===== src/rtl/cpu_sram_arbiter.sv =====
// rtl/cpu_sram_arbiter.sv - 2:1 inst/data arbiter onto one SRAM-like slave with in-order response steering
// CPU_ARB_ROUND_ROBIN_EN selects round-robin arbitration; undefined gives fixed data-over-inst priority.
module cpu_sram_arbiter #(
   parameter int OUTSTANDING = 2
) (
   input  logic        clk,
   input  logic        reset,

   input  logic        inst_req,
   input  logic [3:0]  inst_wstrb,
   input  logic [31:0] inst_addr,
   input  logic [31:0] inst_wdata,
   output logic        inst_addr_ok,
   output logic        inst_data_ok,
   output logic [31:0] inst_rdata,

   input  logic        data_req,
   input  logic [3:0]  data_wstrb,
   input  logic [31:0] data_addr,
   input  logic [31:0] data_wdata,
   output logic        data_addr_ok,
   output logic        data_data_ok,
   output logic [31:0] data_rdata,

   output logic        slv_req,
   output logic [3:0]  slv_wstrb,
   output logic [31:0] slv_addr,
   output logic [31:0] slv_wdata,
   input  logic        slv_addr_ok,
   input  logic        slv_data_ok,
   input  logic [31:0] slv_rdata
);

   localparam int PW = (OUTSTANDING > 1) ? $clog2(OUTSTANDING) : 1;
   localparam int CW = $clog2(OUTSTANDING + 1);

   logic [OUTSTANDING-1:0] fifo_id;
   logic [PW-1:0]          head;
   logic [PW-1:0]          tail;
   logic [CW-1:0]          count;
   logic                   lock_vld;
   logic                   lock_id;
`ifdef CPU_ARB_ROUND_ROBIN_EN
   logic                   rr_ptr;
`endif

   logic grant_vld;
   logic grant_id;
   logic grant_req;
   logic fifo_full;
   logic fifo_empty;
   logic accept;
   logic resp_fire;
   logic head_id;

   function automatic logic [PW-1:0] ptr_next(input logic [PW-1:0] p);
      return (p == PW'(OUTSTANDING - 1)) ? '0 : p + PW'(1);
   endfunction

   // A presented-but-unaccepted request owns the port until the slave takes it.
   always_comb begin
      grant_vld = 1'b0;
      grant_id  = 1'b0;
      if (lock_vld) begin
         grant_vld = 1'b1;
         grant_id  = lock_id;
      end else if (inst_req || data_req) begin
         grant_vld = 1'b1;
`ifdef CPU_ARB_ROUND_ROBIN_EN
         grant_id  = (inst_req && data_req) ? rr_ptr : data_req;
`else
         grant_id  = data_req;
`endif
      end
   end

   assign fifo_full  = (count == CW'(OUTSTANDING));
   assign fifo_empty = (count == '0);
   assign grant_req  = grant_id ? data_req : inst_req;

   assign slv_req   = grant_vld && grant_req && !fifo_full;
   assign slv_wstrb = !grant_vld ? 4'h0  : (grant_id ? data_wstrb : inst_wstrb);
   assign slv_addr  = !grant_vld ? 32'h0 : (grant_id ? data_addr  : inst_addr);
   assign slv_wdata = !grant_vld ? 32'h0 : (grant_id ? data_wdata : inst_wdata);

   assign accept       = slv_req && slv_addr_ok;
   assign inst_addr_ok = accept && !grant_id;
   assign data_addr_ok = accept &&  grant_id;

   // Responses with nothing outstanding are dropped rather than misrouted.
   assign head_id      = fifo_id[head];
   assign resp_fire    = slv_data_ok && !fifo_empty;
   assign inst_data_ok = resp_fire && !head_id;
   assign data_data_ok = resp_fire &&  head_id;
   assign inst_rdata   = inst_data_ok ? slv_rdata : 32'h0;
   assign data_rdata   = data_data_ok ? slv_rdata : 32'h0;

   always_ff @(posedge clk) begin
      if (accept)
         fifo_id[tail] <= grant_id;
   end

   always_ff @(posedge clk) begin
      if (reset) begin
         head     <= '0;
         tail     <= '0;
         count    <= '0;
         lock_vld <= 1'b0;
         lock_id  <= 1'b0;
`ifdef CPU_ARB_ROUND_ROBIN_EN
         rr_ptr   <= 1'b0;
`endif
      end else begin
         if (accept)
            tail <= ptr_next(tail);
         if (resp_fire)
            head <= ptr_next(head);
         case ({accept, resp_fire})
            2'b10:   count <= count + CW'(1);
            2'b01:   count <= count - CW'(1);
            default: count <= count;
         endcase
         if (accept) begin
            lock_vld <= 1'b0;
         end else if (slv_req) begin
            lock_vld <= 1'b1;
            lock_id  <= grant_id;
         end
`ifdef CPU_ARB_ROUND_ROBIN_EN
         if (accept)
            rr_ptr <= ~grant_id;
`endif
      end
   end

endmodule


===== config.mk =====
export PLATFORM = sky130hd
export DESIGN_NAME = cpu_sram_arbiter
export DESIGN_NICKNAME = d
export VERILOG_FILES = /design/src/rtl/cpu_sram_arbiter.sv
export SDC_FILE = /design/constraint.sdc
export NUM_CORES = 1
export LEC_CHECK = 0
export CORE_AREA = 3 3 121 123
export CTS_CLUSTER_SIZE = 40
export DETAILED_ROUTE_END_ITERATION = 10
export DIE_AREA = 0 0 124 126
export GPL_ROUTABILITY_DRIVEN = 0
export HOLD_SLACK_MARGIN = 0.1
export SYNTH_ARGS = -nofsm -noshare
export SYNTH_HDL_FRONTEND = slang
export SYNTH_SLANG_ARGS = --single-unit

===== constraint.sdc =====
create_clock -name clk -period 2.1 [get_ports clk]
set_clock_uncertainty 0.15 [all_clocks]
set_input_delay 0.315 -clock clk [delete_from_list [all_inputs] [get_ports clk]]
set_output_delay 0.315 -clock clk [all_outputs]
set_load 0.005 [all_outputs]

## Word-level counts from Yosys, hierarchy flattened

Cells that the tools add are included.

- Add/sub/neg operators: 4
- $lt $le $gt $ge: 3
- Equality and inequality tests: 3
- Mux-type cells: 21
- Bitwise operators: 1
- Reduce and logical (&&, ||, !) cells: 18

Operator list:

| kind | number |
|---|---|
| $mux 32 | 6 |
| $mux 1 | 10 |
| $logic_and 1x1->1 | 9 |
| $mux 4 | 2 |
| $eq 2x2->1 const B | 2 |
| $logic_not 1->1 | 4 |
| $lt 1x2->1 const B | 2 |
| $pmux 2 s2 | 1 |
| $add 1x1->1 const B | 2 |
| $add 2x1->2 const B | 1 |
| $bwmux 2 | 1 |
| $eq 2x1->1 const B | 1 |
| $logic_not 2->1 | 1 |
| $reduce_and 2->1 | 1 |
| $reduce_bool 2->1 | 1 |
| $reduce_or 2->1 | 1 |
| $sub 2x1->2 const B | 1 |
| $demux 1 s1 | 1 |
| $ge 1x1->1 const B | 1 |
| $logic_or 1x1->1 | 1 |
| $not 1->1 | 1 |

- Register bits after elaboration: 8
- Input bits: 174
- Output and inout port bits: 137
- Logic and storage cells: 56

## Depth between registers and ports, before layout

Gate-level depths: netlist of run 1.

- Word-level depth: 9
- Gate-level depth with buffers: 7

## Worst setup path after synthesis of run 1

Ideal clock, no wire load.

- Path kind: register -> register
- Start point: register lock_vld
- End point: register count[1]
- Library setup time: 0.070 ns
- Arrival time: 1.760 ns
- Data required time: 1.880 ns
- Path slack: 0.120 ns
- Stages on the path, launching flop included: 7
- Cell sequence: dfxtp_1 > or3b_1 > o2111a_2 > inv_1 > ha_1 > or3_1 > a21oi_1

- Longest elaborated chain between the ends: 7

Ends and longest elaborated chain:

| item | RTL line | text |
|---|---|---|
| start, declared | 41 | `logic lock_vld;` |
| start signal, assigned | 108 | `lock_vld <= 1'b0;` |
| start signal, assigned | 124 | `lock_vld <= 1'b0;` |
| start signal, assigned | 126 | `lock_vld <= 1'b1;` |
| $mux 1 | 64 | `if (lock_vld) begin` |
| $mux 1 | 79 | `assign grant_req = grant_id ? data_req : inst_req;` |
| $logic_and 1x1->1 * (2 in a row) | 81 | `assign slv_req = grant_vld && grant_req && !fifo_full;` |
| $logic_and 1x1->1 * | 86 | `assign accept = slv_req && slv_addr_ok;` |
| $eq 2x1->1 or $eq 2x2->1 (tied branches) | 118 | `case ({accept, resp_fire})` |
| $pmux 2 s2 or $reduce_bool 2->1 (tied branches) | -- |  |
| end signal, assigned | 119 | `2'b10: count <= count + CW'(1);` |
| end signal, assigned | 120 | `2'b01: count <= count - CW'(1);` |
| end signal, assigned | 121 | `default: count <= count;` |
| end, declared | 40 | `logic [CW-1:0] count;` |

Every way passes the cells marked *; elsewhere a longest branch is shown, timed or not.
A chain may end at the register's enable or synchronous reset.

## Worst setup path after layout of run 1

- Start point: register lock_vld
- End point: output slv_wdata[20]

- Longest elaborated chain between the ends: 3

Ends and longest elaborated chain:

| item | RTL line | text |
|---|---|---|
| $mux 1 | 64 |  |
| $mux 32 | 84 | `assign slv_wdata = !grant_vld ? 32'h0 : (grant_id ? data_wdata : inst_wdata);` |
| $mux 32 * | 84 |  |
| end, declared | 28 | `output logic [31:0] slv_wdata,` |

Marks and branches as above.

==> results of run 1 <==
-- synthesized netlist by cell type, types with 2 or more instances --
| library cell | number | area, um^2 |
|---|---|---|
| a21oi_1 | 3 | 15.0 |
| a22o_1 | 68 | 596 |
| and2_1 | 64 | 400 |
| buf_2 | 13 | 65.1 |
| clkbuf_1 | 8 | 30.0 |
| dfxtp_1 | 6 | 120 |
| edfxtp_1 | 2 | 60.1 |
| inv_1 | 4 | 15.0 |
| nor2_1 | 9 | 33.8 |
| o211a_1 | 2 | 20.0 |
| xor2_1 | 2 | 17.5 |
-- how the worst min path moves through the flow --
| stage | slack (ns) | cells after the start | from | to |
|---|---|---|---|---|
| 4_1_cts | 0.39 | 2 | count[1] | count[1] |
| 3_3_place_gp | 0.34 | 2 | count[1] | count[1] |
| 5_1_grt | 0.45 | 2 | count[1] | count[1] |
| 6_report | 0.41 | 2 | count[1] | count[1] |
| 3_5_place_dp | 0.37 | 2 | count[1] | count[1] |
| 2_1_floorplan | 0.23 | 1 | reset | count[1] |
-- routing by layer --
layer  part of all wire, %  up-vias
met5                     0        -
met4                   1.1        0
met3                    12       11
met2                    54      229
met1                    33     1439
li1                      -     1445
-- state kept, by name (all words and copies together) (netlist names) --
| name | flops |
|---|---|
| count | 2 |
| fifo_id | 2 |
| head | 1 |
| lock_id | 1 |
| lock_vld | 1 |
| tail | 1 |
-- stage by stage --
step	util, %	total power [mW]	instances	setup TNS [ns]
CTS	37.2	2.96	707	-9.79
detailed placement	35.6	2.46	681	-47.65
floorplan	-	1.00	199	0
global placement	35.6	2.44	681	-44.88
global route	39.0	3.43	731	-4.40
finish	39.0	3.24	731	-2.10
-- area by class of cell --
cell class                      instances  area, um^2  area share (%)
Inverter                                4        15.0           0.279
Timing Repair Buffer                  367        3540            66.0
Sequential cell                         8         188            3.49
Antenna cell                            2        5.00          0.0932
Tap cell                              180         225            4.19
Clock buffer                            4        78.8            1.47
Multi-Input combinational cell        166        1320            24.5
-- logic make-up after synthesis --
kind of cell / after synthesis / share of synthesized area, %
AOI/OAI and AO/OA: 78 / 43.9
xor gates and xnor gates: 3 / 1.72
muxes: 3 / 2.37
DFF: 8 / 11.8
adders and majority gates: 1 / 0.819
and+or+nand+nor: 81 / 32.2
buffers and inverters: 25 / 7.21
-- where the power goes --
group	switching (mW)	leakage, nW	internal, mW	total, mW
Clock	0.0767	0.0382	0.253	0.330
Combinational	1.06	2.82	1.61	2.66
Sequential	0.0434	0.0699	0.207	0.250
-- critical path, stage by stage, from the launching register on --
cell	delay, ns
dfxtp_4	0.36
mux2_4	0.40
buf_16	0.17
buf_12	0.13
buf_6	0.11
a22o_1	0.22
buf_2	0.14
-- timing repair --
action | CTS | global route
endpoints found under the hold margin | 0 | 0
setup endpoints to repair | 139 | 110
cloned | 7 | 8
pin swaps | 8 | 36
gates resized for setup | 287 | 140
setup buffers | 15 | 17
==> results.sh, run 1 <==
export IMPL_r2r_slack_ns=-0.05
export IMPL_synth_avg_cell_area_um2=7.68
export IMPL_fillers=1394
export IMPL_drt_wl_total_um=15300
export IMPL_first_global_vias=3129
export IMPL_cts_root_buf="clkbuf_16"
export IMPL_cp_data_arrival_time_ns=1.77
export IMPL_io_pins=311
export IMPL_grt_busiest_layer="met2"
export IMPL_worstSetupEndpoint="slv_wdata[20]"
export IMPL_violations="setup timing"
export IMPL_syn_nets=374
export IMPL_grt_max_degree=35
export IMPL_endpoint_kind="primary output"
export IMPL_synthToLayoutAreaGrowth_pct=252
export IMPL_dp_slack_ns=-0.536
export IMPL_dp_hpwl_um=10700
export IMPL_clkLatencyLatePin_ns=0.23
export IMPL_syn_area_um2=1530
export IMPL_antenna_found_initial=2
export IMPL_coreArea_um2=13800
export IMPL_vdd_ir_drop_max_v=0.000179
export IMPL_start_kind="flip-flop"
export IMPL_ys_ff_latch=8
export IMPL_fin_crit_sh_pct=106
export IMPL_die_area_um2=15600
export IMPL_worst_pin_slew_ns=0.336
export IMPL_max_freq_mhz=448
export IMPL_synthArstFlopShare_pct=0
export IMPL_fp_dieW_um=124
export IMPL_grt_usage_pct=16.2
export IMPL_via_count=3124
export IMPL_grt_overflow=0
export IMPL_min_path_type="flip-flop to flip-flop"
export IMPL_path_max_fanout=7
export IMPL_r2r_cells=8
export IMPL_vias_per_cell=4.27
export IMPL_netlist_instances=199
export IMPL_cp_startpoint="lock_vld"
export IMPL_place_area_um2=4910
export IMPL_min_period_ns=2.23
export IMPL_drive_above_1_share_pct=30.6
export IMPL_met2_usage_pct=31.0
export IMPL_r2r_end="count[1]"
export IMPL_ys_flop_type="dfxtp_1"
export IMPL_cts_tree="built"
export IMPL_relSlewSlack_pct=77.6
export IMPL_hold_viol_final=0
export IMPL_p_per_area_nw_per_um2=604
export IMPL_worstSetupPathType="flip-flop to primary output"
export IMPL_setup_viol=38
export IMPL_yosysUniqueCellTypes=29
export IMPL_drv_cap=0
export IMPL_routedWlPerCell_um=20.9
export IMPL_drc=0
export IMPL_setup_slack_ns=-0.134
export IMPL_grt_first_pass_wirelength_um=18900
export IMPL_die_height_um=126
export IMPL_ant_nets=0
export IMPL_numClockSinks=8
export IMPL_cts_hold_buf=0
export IMPL_grtUsageMet1_pct=16.2
export IMPL_final_cell_area_um2=5370
export IMPL_drt_pre_antenna_iters=4
export IMPL_status="complete, but fails checks"
export IMPL_path_clk_slew_ns=0.04
export IMPL_io_buffers=310
export IMPL_final_common_cell="clkdlybuf4s50_1"
export IMPL_initial_utilization_pct=11.1
export IMPL_rows=43
export IMPL_synth_edff_count=2
export IMPL_rr_startpoint="lock_vld"
export IMPL_ys_seq_area_share_pct=11.8
export IMPL_synth_warnings=0
export IMPL_worstPathRequired_ns=1.63
export IMPL_h_tree_depth=1
export IMPL_drt_iter0_markers=76
export IMPL_cts_inserted_buffers=3
export IMPL_final_cell_mix="clkdlybuf4s50_1, a22o_1, and2_1"
export IMPL_rsz0062_at_grt="yes"
export IMPL_slew_violations=0
export IMPL_finalHoldWorstSlack_ns=0.409
export IMPL_nets=725
export IMPL_p_leak_nw=2.93
export IMPL_grt_util_met3_pct=5.70
export IMPL_cts_buffer_depth=2
No activity file was read; power rests on OpenSTA's default activity.
==> run 2: changes to the inputs <==
Settings changed: CTS_CLUSTER_SIZE 40 to 20.
==> results of run 2 <==
Final layout, timing and power as in run 1 (identical DEF).
